$ cat src/rtl/decode_buffer_ctrl.sv
// decode_buffer_ctrl: circular instruction buffer between fetch packets and a multi-slot decode group,
// with single-cycle flush and asynchronous reset.
module decode_buffer_ctrl #(
    parameter int DECODE_NUM = 4,
    parameter int DEPTH      = 8
) (
    input  logic                         clk,
    input  logic                         rst_n,
    input  logic                         flush,
    input  logic                         fe_valid,
    input  logic [2:0]                   fe_num,
    input  logic [DECODE_NUM-1:0][31:0]  fe_instr,
    output logic                         fe_ready,
    output logic [DECODE_NUM-1:0][31:0]  de_instr,
    output logic [DECODE_NUM-1:0]        de_valid,
    input  logic [2:0]                   de_accept,
    output logic [$clog2(DEPTH):0]       count
);
    localparam int AW = $clog2(DEPTH);
    localparam int CW = AW + 1;
    localparam int NW = (CW > 3) ? CW : 3;
    typedef enum logic {NORMAL, FLUSH} state_t;
    state_t state;
    logic [31:0] mem [DEPTH];
    logic [AW-1:0] rd_ptr, wr_ptr;
    logic [NW-1:0] avail, n_wr, n_rd;
    logic wr_en;
    always_comb begin
        fe_ready = (state == NORMAL) && (CW'(DEPTH) - count >= CW'(DECODE_NUM));
        wr_en    = fe_valid && fe_ready && !flush;
        avail    = (state != NORMAL) ? '0 : (NW'(count) < NW'(DECODE_NUM)) ? NW'(count) : NW'(DECODE_NUM);
        n_wr     = !wr_en ? '0 : (NW'(fe_num) < NW'(DECODE_NUM)) ? NW'(fe_num) : NW'(DECODE_NUM);
        // de_accept beyond the visible slots is clamped so occupancy never underflows
        n_rd     = flush ? '0 : (NW'(de_accept) < avail) ? NW'(de_accept) : avail;
    end
    always_comb begin
        for (int k = 0; k < DECODE_NUM; k++) begin
            de_instr[k] = mem[rd_ptr + AW'(k)];
            de_valid[k] = (state == NORMAL) && (CW'(k) < count);
        end
    end
    always_ff @(posedge clk) begin
        for (int k = 0; k < DECODE_NUM; k++)
            if (wr_en && NW'(k) < n_wr)
                mem[wr_ptr + AW'(k)] <= fe_instr[k];
    end
    always_ff @(posedge clk or negedge rst_n) begin
        if (!rst_n) begin
            state  <= NORMAL;
            rd_ptr <= '0;
            wr_ptr <= '0;
            count  <= '0;
        end else if (flush) begin
            state  <= FLUSH;
            rd_ptr <= '0;
            wr_ptr <= '0;
            count  <= '0;
        end else begin
            state  <= NORMAL;
            rd_ptr <= rd_ptr + AW'(n_rd);
            wr_ptr <= wr_ptr + AW'(n_wr);
            count  <= count + CW'(n_wr) - CW'(n_rd);
        end
    end
endmodule

$ cat config.mk
export PLATFORM = sky130hd
export DESIGN_NAME = decode_buffer_ctrl
export DESIGN_NICKNAME = d
export VERILOG_FILES = /design/src/rtl/decode_buffer_ctrl.sv
export SDC_FILE = /design/constraint.sdc
export NUM_CORES = 1
export LEC_CHECK = 0
export CAP_MARGIN = 40
export CELL_PAD_IN_SITES_DETAIL_PLACEMENT = 0
export CELL_PAD_IN_SITES_GLOBAL_PLACEMENT = 2
export CORE_ASPECT_RATIO = 1.25
export CORE_MARGIN = 8
export CORE_UTILIZATION = 40
export CTS_CLUSTER_DIAMETER = 150
export DETAILED_ROUTE_END_ITERATION = 12
export MAX_ROUTING_LAYER = met4
export PLACE_DENSITY = 0.95
export SYNTH_ARGS = -nofsm -noshare
export SYNTH_HDL_FRONTEND = slang
export SYNTH_SLANG_ARGS = --single-unit
$ cat constraint.sdc
create_clock -name clk -period 12.11 [get_ports clk]
set_input_delay 2.422 -clock clk [delete_from_list [all_inputs] [get_ports clk]]
set_output_delay 2.422 -clock clk [all_outputs]
set_load 0.01 [all_outputs]
# Word level (Yosys, flattened, before mapping)

Memory sizes are Yosys's and may differ from the RTL's.
Index checks and enable logic that the tools add are counted.
Widths: inputs -> output; s select.

Bitwise logic cells: 1
Reductions and logical operators: 12
Muxes and demuxes: 18
Add/sub/neg operators: 11
$lt $le $gt $ge: 12

Operator list:

| kind                | count |
|---|---|
| $mux 4              | 5 |
| $add 3x2->3 const B | 4 |
| $mux 3              | 4 |
| $logic_and 1x1->1   | 11 |
| $mux 1              | 9 |
| $lt 1x4->1 const A  | 2 |
| $lt 2x4->1 const A  | 2 |
| $add 3x1->3 const B | 2 |
| $add 3x3->3         | 2 |
| $lt 1x3->1 const A  | 2 |
| $lt 2x3->1 const A  | 2 |
| $add 4x3->4         | 1 |
| $ge 4x3->1 const B  | 1 |
| $lt 3x4->1          | 1 |
| $lt 4x3->1 const B  | 1 |
| $sub 4x4->4         | 1 |
| $sub 4x4->4 const A | 1 |
| $lt 3x3->1 const B  | 1 |
| $logic_not 1->1     | 1 |
| $not 1->1           | 1 |

Register bits after elaboration: 11
Memories kept: 1
Output and inout bits: 137
Bits in writable memories: 256
Logic and storage cells: 59
Input bits: 138

Memory list:

| name | words | bits a word | read ports | clocked after Yosys merged registers in | write ports | RTL line | source |
|---|---|---|---|---|---|---|---|
| mem  | 8     | 32          | 4          | 0                                       | 4           | 24       | `logic [31:0] mem [DEPTH];` |

# Depth between registers and ports, before layout

Gate-level depths: netlist of run 1.

Depth in word-level cells: 10
Gate-level depth with buffers: 17

# Least setup slack after synthesis of run 1

OpenSTA, ideal clock, no wires.

Path type: input to register
From: in flush
To: mem mem[2][0] (enable)
Slack: 4.546 ns
Cell stages on the path: 5
Buffers on the path: 1
Setup time: 0.533 ns
Data required time: 11.577 ns
Arrival time: 7.031 ns
Cell sequence: clkbuf_1 -> nand2b_1 -> nor3_1 -> nand2_1 -> o311ai_0

RTL lines:

| item            | RTL line | source |
|---|---|---|
| start, declared | 9        | `input logic flush,` |
| end, declared   | 24       |  |

==> results.toml, run 1 <==
[place]
dp_hpwl_mm = 66.25
pre_cts_slack_ps = 5660
gp_congestion = 0.9166
portBuffers = 274

[setup_path]
slowest_delay_ps = 1000
crit_required_ps = 9690
crit_fanout = 43
crit_path_top_delay_cell = "dfrtp_4"
cp-end-kind = "output port"
cp.arrival_ps = 4220
start_kind = "flop"
crit_type = "flop to output port"
cp_cell_sequence = "buf_4 -> xor2_4 -> buf_4 -> buf_12 -> mux4_2 -> clkdlybuf4s50_1"
path_delay_family = "buffers and inverters"
cp_common_cell = "buf_4"
path_buf_inv = 4

[die]
die_w_um = 230.5
die_h_um = 284.1
num_rows = 98
die-area_um2 = 65480
start_util_pct = 40.34
coreArea_um2 = 57020
io_pins = 275

[global_route]
grt_pass1_wl_mm = 145.6
gr-usage-all-layers_pct = 30.23
grt_pass1_vias = 21920
antenna_found_initial = 13
grt_max_degree = 75
grt_overflow = 0

[yosys]
ys_top_cells_by_count = "nand2_1, mux2_2, edfxtp_1, o21ai_0, clkbuf_1"
netlist_area_um2 = 23000
seq_area_frac_synth_pct = 34.62
synth-async-reset-ratio_pct = 4.120
yosysTopAreaCell = "edfxtp_1"
syn_inst = 2330
synth_area_leaders = "edfxtp_1, mux2_2, mux4_2, nand2_1, o21ai_0"
ys_ff_latch = 267
ys_types = 59
synth_most_common_cell = "nand2_1"
synth_top_area_share_pct = 33.42
synth_top_flop_cell = "edfxtp_1"
synth_edf_count = 256
ys_warn_count = 0
syn_nets = 2485
syn_area_per_cell_um2 = 9.872

[timing]
tns_ps = 0
tightest_slew_ps = 1010
worst_slack_ps = 5469
period_minus_slack_ps = 6641
clock.fmax_mhz = 150.6
hold_viol_final = 0
fin_crit_sh_pct = 54.84
rsz0062_at_grt = "false"
relSlewSlack_pct = 32.69
clock_skew_ps = 13.75
slew_violations = 0
finalSetupViolCount = 0

[power_and_ir_drop]
p_per_area_nw_per_um2 = 151.7
p_leak_nw = 9.299
vdd_drop_max_mv = 0.09694
p_total_w = 0.004187

[clock_network]
cts_sinks = 267
cts_tree = "done"
root_buffer = "clkbuf_16"
insertion_delay_ps = 600
cts_buffer_depth = 3
postCtsHoldBufs = 0
htree_levels = 1
post_cts_buffers = 0
post_cts_resized = 0
clkTransAtPathRegs_ps = 60
cts_inserted_buffers = 29

[layout]
multiInputGateArea_um2 = 13980
n_fill_cell = 5110
nNetsFinal = 2569
syn2layout_area_growth_pct = 19.98
layout-drive-gt1-share_pct = 22.78
seq_area_um2 = 7970

[route]
dr.pass1.iters = 8
drt-total-wl_mm = 100.8
viasPerCell = 6.927
drc = 0
drtAntennaViolNets = 0
drtIter0Drc = 3180
vias = 22180
wl_per_cell_um = 31.49

[job]
cap_violations = 0

[min_path]
hp-class = "flop to flop"

[status]
outcome = "completed"
[final cells by class]
class / instances / area share (%)
Tap cell: 750 / 3.400
Antenna cell: 16 / 0.1451
Clock inverter: 17 / 0.9975
Inverter: 23 / 0.3219
Clock buffer: 36 / 2.725
Multi-Input combinational cell: 1746 / 50.67
Timing Repair Buffer: 347 / 12.86
Sequential cell: 267 / 28.88
[stage by stage]
| step | instances | hold WS [ps] | utilization [%] | instance area, um2 |
|---|---|---|---|---|
| after floorplan | 2330 | 608.3 | - | 23000 |
| after global placement | 3113 | 784.5 | 45.81 | 26120 |
| after detailed placement | 3132 | 791.4 | 46.51 | 26520 |
| after CTS | 3185 | 799.5 | 48.31 | 27550 |
| after global routing | 3199 | 828.1 | 48.39 | 27590 |
| final | 3202 | 800.0 | 48.40 | 27600 |
[state kept, by name, indices dropped and copies added, names as in the netlist]
register,count
rd_ptr,3
state,1
count,4
mem,256
wr_ptr,3
[layout by cell type (no fill, tap or decap), types with 4 or more instances in the layout]
master	count
a211oi_1	114
a21oi_1	9
a221oi_1	76
a22oi_1	11
a31oi_1	51
and2_1	64
and3_1	115
buf_12	9
buf_16	6
buf_4	53
bufinv_16	7
clkbuf_1	7
clkbuf_16	29
clkdlybuf4s50_1	274
clkinv_2	4
dfrtp_1	9
diode_2	16
edfxtp_1	256
fa_1	5
ha_1	11
inv_1	21
mux2_2	258
mux2i_1	14
mux4_2	128
nand2_1	307
nand2_2	6
nand3_2	5
nor2_1	121
nor2_4	5
nor2b_1	7
nor3_1	9
nor3_2	7
o211ai_1	4
o21ai_0	194
o21ai_1	8
o22ai_1	62
o31ai_1	94
xnor2_1	7
[tightest hold or removal path: stages (launching register included)]
cell and delay [ps]:
dfrtp_1 480, xnor2_1 130, xnor2_1 130, nor2_1 40
[where the power goes]
part,switching [W],internal (W),leakage (nW)
Combinational,0.000957,0.00109,6.35
Clock,0.000412,0.000590,0.495
Sequential,0.0000771,0.00106,2.46
[cell families (layout without fill, tap and decap cells)]
kind of cell    after synthesis  in the layout  synth area share [%]
flops                       267            267                 34.62
buf+inv                     317            423                 5.581
xor+xnor                     13             13                0.4950
simple gates                671            671                 13.51
other cells                   0             16                     0
compound gates              642            642                 18.80
mux                         402            402                 25.86
fa+ha+maj                    18             18                 1.131
[routing by layer]
layer  track usage [%]  vias up  routed length [um]
met4             16.44        0                6175
li1                  -     9181                   -
met5                 -        -                   0
met1             36.22    10810               35880
met3             7.206      432               12380
met2             46.73     1754               46400
[worst paths after layout]
kind,from,endpoint,slack (ps),depth (start not counted)
max,rd_ptr[2],de_instr[107],5470,6
min,count[3],count[3],800,3
max reg2reg,wr_ptr[0],mem[0][6],7580,8
min reg2reg,count[3],count[3],800,3
max in group asynchronous,rst_n,rd_ptr[0],9530,1
min in group asynchronous,rst_n,rd_ptr[1],2180,1
Note: power is estimated with default switching activity, not from simulation.
==> run 2: changes to the inputs <==
--- a/config.mk
+++ b/config.mk
@@ -10,11 +10,11 @@
 export CELL_PAD_IN_SITES_GLOBAL_PLACEMENT = 2
 export CORE_ASPECT_RATIO = 1.25
 export CORE_MARGIN = 8
-export CORE_UTILIZATION = 40
+export CORE_UTILIZATION = 37
 export CTS_CLUSTER_DIAMETER = 150
 export DETAILED_ROUTE_END_ITERATION = 12
 export MAX_ROUTING_LAYER = met4
-export PLACE_DENSITY = 0.95
+export PLACE_DENSITY = 0.92
 export SYNTH_ARGS = -nofsm -noshare
 export SYNTH_HDL_FRONTEND = slang
 export SYNTH_SLANG_ARGS = --single-unit
==> constraint.sdc (replaced) <==
create_clock -name clk -period 6.4 [get_ports clk]
set_input_delay 1.28 -clock clk [delete_from_list [all_inputs] [get_ports clk]]
set_output_delay 1.28 -clock clk [all_outputs]
set_load 0.01 [all_outputs]
==> run 2 against run 1 <==
Global-route usage shrank 0.89 points. Clock skew grew 15 ps. Design area up 1.0%. Wire length grew 3.6%. Critical path depth unchanged. Utilization fell by 3.3 points.
==> results.toml, run 2 (synthesis results as in run 1) <==
[job]
cap_violations = 0

[clock_network]
clkTransAtPathRegs_ps = 60
root_buffer = "clkbuf_16"
cts_sinks = 267
post_cts_buffers = 0
htree_levels = 1
insertion_delay_ps = 620
cts_inserted_buffers = 30
postCtsHoldBufs = 0
cts_buffer_depth = 3
cts_tree = "done"
post_cts_resized = 0

[layout]
nNetsFinal = 2584
n_fill_cell = 5790
layout-drive-gt1-share_pct = 23.25
syn2layout_area_growth_pct = 21.18
layout_common_cells = "nand2_1, clkdlybuf4s50_1, mux2_2"
seq_area_um2 = 7970
largest_reg_flops = 256
multiInputGateArea_um2 = 13970
reg_top3 = "mem x256, count x4"
fin_util_pct = 45.12
regMostFlops = "mem"
final_common_cell = "nand2_1"

[global_route]
grt_overflow = 0
gr-usage-all-layers_pct = 29.33
grt_pass1_vias = 22190
grt_pass1_wl_mm = 150.6
antenna_found_initial = 12
grt_max_degree = 81

[timing]
rsz0062_at_grt = "false"
tightest_slew_ps = 993.7
clock_skew_ps = 28.81
hold_viol_final = 0
fin_worst_hold_slack_ps = 853.0
period_minus_slack_ps = 5139
relSlewSlack_pct = 33.75
fin_crit_sh_pct = 80.29
slew_violations = 0
clock.fmax_mhz = 194.6
finalSetupViolCount = 0
tns_ps = 0

[die]
die_h_um = 294.8
num_rows = 102
io_pins = 275
die_w_um = 239.0
die-area_um2 = 70450
coreArea_um2 = 61770
start_util_pct = 37.24

[place]
gp_congestion = 0.9724
portBuffers = 274
dp_hpwl_mm = 69.64

[power_and_ir_drop]
p_comb_share_pct = 48.4
p_per_area_nw_per_um2 = 290.7
intPower_w = 0.005293
p_sw_w = 0.002809
vdd_drop_max_mv = 0.1656
swShare_pct = 34.67
power_frac_seq_pct = 26.4
pwr-share-clk_pct = 25.2
p_leak_nw = 9.433

[route]
vias = 22090
drc = 0
viasPerCell = 6.699
wl_per_cell_um = 31.68
dr.pass1.iters = 6
drtAntennaViolNets = 0
drtIter0Drc = 3135
drt-total-wl_mm = 104.5

[setup_path]
crit_type = "flop to output port"
cp-end-kind = "output port"
start_kind = "flop"
crit_required_ps = 5120
cp.arrival_ps = 3860
r2r_slack_ps = 2220
crit_fanout = 38

[status]
outcome = "completed"

[min_path]
hp-class = "flop to flop"
-- run 2: worst paths after layout --
path                                 from  depth (start not counted)            end
worst min-delay path             count[3]                          3       count[3]
worst max-delay path            rd_ptr[0]                          6  de_instr[102]
max in group asynchronous           rst_n                          1      rd_ptr[0]
min in group asynchronous           rst_n                          1      rd_ptr[2]
worst max register to register  wr_ptr[0]                          8     mem[4][23]
worst min register to register   count[3]                          3       count[3]
-- run 2: critical path, cell delays in order (launching register included) --
cell and delay [ps]:
dfrtp_4 760, inv_1 150, ha_4 210, xor2_4 560, buf_4 450, mux4_2 560
clkdlybuf4s50_1 530
-- run 2: power groups by stage --
stage	registers (W)	clock network, W	logic (W)
finish	0.00214	0.00204	0.00392
global route	0.00215	0.00210	0.00412
CTS	0.00213	0.00204	0.00394
detailed placement	0.00217	0	0.00391
global placement	0.00217	0	0.00385
floorplan	0.00207	0	0.00221
-- run 2: layout make-up --
type,count,area share (%)
clock buffer,30,2.693
antenna,13,0.1167
tap,832,3.735
clock inverter,25,1.365
inverter,23,0.3187
sequential,267,28.60
multi-input combinational,1746,50.13
timing repair buffer,361,13.05
-- run 2: routing by layer --
layer  share of wire (%)  global-route usage (%)  vias up
met4                 5.9                   16.32        0
met2                  47                   46.12     1637
met3                  10                   5.948      358
li1                    -                       -     9213
met1                  37                   35.05    10880
met5                   0                       -        -
-- run 2: metrics by stage --
stage,setup slack (ps),cell area [um2],std cells,total power (W)
5_1_grt,1098,27870,3296,0.008362
6_report,1261,27870,3297,0.008102
3_5_place_dp,1702,26710,3229,0.006082
4_1_cts,1223,27840,3284,0.008117
3_3_place_gp,1619,26410,3215,0.006016
2_1_floorplan,1321,23000,2330,0.004279
==> RTL change, RTL diff (flow settings as in run 2) <==
Reset style: synchronous (`rst_n`), changed in one clocked block. Comments in the files are not updated.
--- a/src/rtl/decode_buffer_ctrl.sv
+++ b/src/rtl/decode_buffer_ctrl.sv
@@ -46,3 +46,3 @@
     end
-    always_ff @(posedge clk or negedge rst_n) begin
+    always_ff @(posedge clk) begin
         if (!rst_n) begin
Check against the original RTL: not equivalent (a bounded check fails within 4 cycles, from zero or initial values and one cycle with rst_n low; the reset may be asserted at any time).
==> RTL change against run 2 <==
Hold slack got worse by 0.11 ns. Final area down 6.7%. Sequential cell count stayed put. Clock skew fell by 0.015 ns. Critical endpoint is now de_instr[97]. Wire length fell by 11%. Power shrank 21%. Worst setup slack better by 0.46 ns. Synthesized cell count fell by 8.8%. Die area shrank 5.5%. Area after synthesis decreased by 5.8%.
==> RTL change: results (changes against run 2) <==
TritonCTS Buffers: 28 (-6.7%)
Worst hold slack: 0.743 ns (-0.110 ns)
Met2 Usage GRT: 44.3% (-1.8 points)
Start point of the worst hold path: wr_ptr[1]
Finished Layout Cells: 2955 (-10%)
Worst slew pin tran: 0.941 ns (-0.0530 ns)
Worst hold endpoint: wr_ptr[1]
Number of distinct library cells after synthesis: 65 (+10%)
Internal power: 4.44 mW (-16%)
Initial antenna violation count: 8 (-4)
GRT met1 Usage: 30.8% (-4.3 points)
Initial DRC Count: 2626 (-16%)
Top cells by count, synth: 393 x nand2_1, 256 x edfxtp_1, 256 x mux2_2, 256 x o22ai_1, 187 x a31oi_1
Vias in the first global route: 20000 (-9.8%)
Gate count of the mapped netlist: 2125 (-8.8%)
Layout cells sized above 1: 24.9% (+1.6 points)
Uppermost layer routed: met4
Fillcell total: 5272 (-8.9%)
GP Congestion: 0.892 (-8.3%)
Met3 wire len: 9860 µm (-9.7%)
DR WL met2: 44300 µm (-9.5%)
Clock Skews: 0.0138 ns (-0.0150 ns)
Syn Nets: 2280 (-8.2%)
CP max stage delay: 0.65 ns (-0.11 ns)
Register area share after synthesis: 36.5% (+1.9 points)
Post-CTS Setup Inserts: 0 (unchanged)
Fmax: 214 MHz (+9.8%)
Async set-reset flop share out of synthesis: 0% (-4.1 points)
Critical Path Start: rd_ptr[1]
Reg-to-Reg Start: count[0]
Clk_lat worst skew: 0.58 ns (-0.04 ns)
Status: finished, final reports clean
Metal-1 WL: 32700 µm (-15%)
Crit path to: de_instr[97]
Dpl cell area: 24900 µm² (-6.7%)
Register-to-register setup slack: 2.06 ns (-0.16 ns)
Largest net degree at the start of global routing: 130 (+60%)
M3 GR Usage: 6.16% (+0.22 points)
Layout area overhead: 20.0%
Placed insts: 2893 (-10%)
Vias/cell: 6.73 (+0.53%)
Lkg Pwr: 8.89 nW (-5.7%)
DP HPWL: 62200 µm (-11%)
Routed WL per cell: 31.4 µm (-0.94%)
Worst EP arrival: 3.40 ns (-0.46 ns)
R2r endpoint: mem[4][15]
==> RTL change: cell type report <==
class	count	share of cell area (%)
Multi-Input combinational cell	1518	48.1
Sequential cell	267	30.4
Timing Repair Buffer	331	13.3
Tap cell	757	3.64
Clock buffer	34	2.86
Clock inverter	18	1.22
Inverter	21	0.308
Antenna cell	9	0.0866
==> RTL change: power by group through the flow <==
stage / clock network (mW) / logic [mW] / registers [mW]
floorplan: 0 / 1.36 / 2.09
global placement: 0 / 2.35 / 2.13
detailed placement: 0 / 2.39 / 2.13
CTS: 1.94 / 2.40 / 2.10
global route: 1.99 / 2.53 / 2.11
finish: 1.94 / 2.40 / 2.10
==> RTL change: cells by family after synthesis <==
| logic type | count (synthesis) | share of synthesized area (%) |
|---|---|---|
| xor+xnor | 13 | 0.560 |
| simple gates | 487 | 9.59 |
| buf+inv | 340 | 6.78 |
| fa+ha+maj | 17 | 1.16 |
| flops | 267 | 36.5 |
| mux | 449 | 29.6 |
| compound gates | 552 | 15.8 |
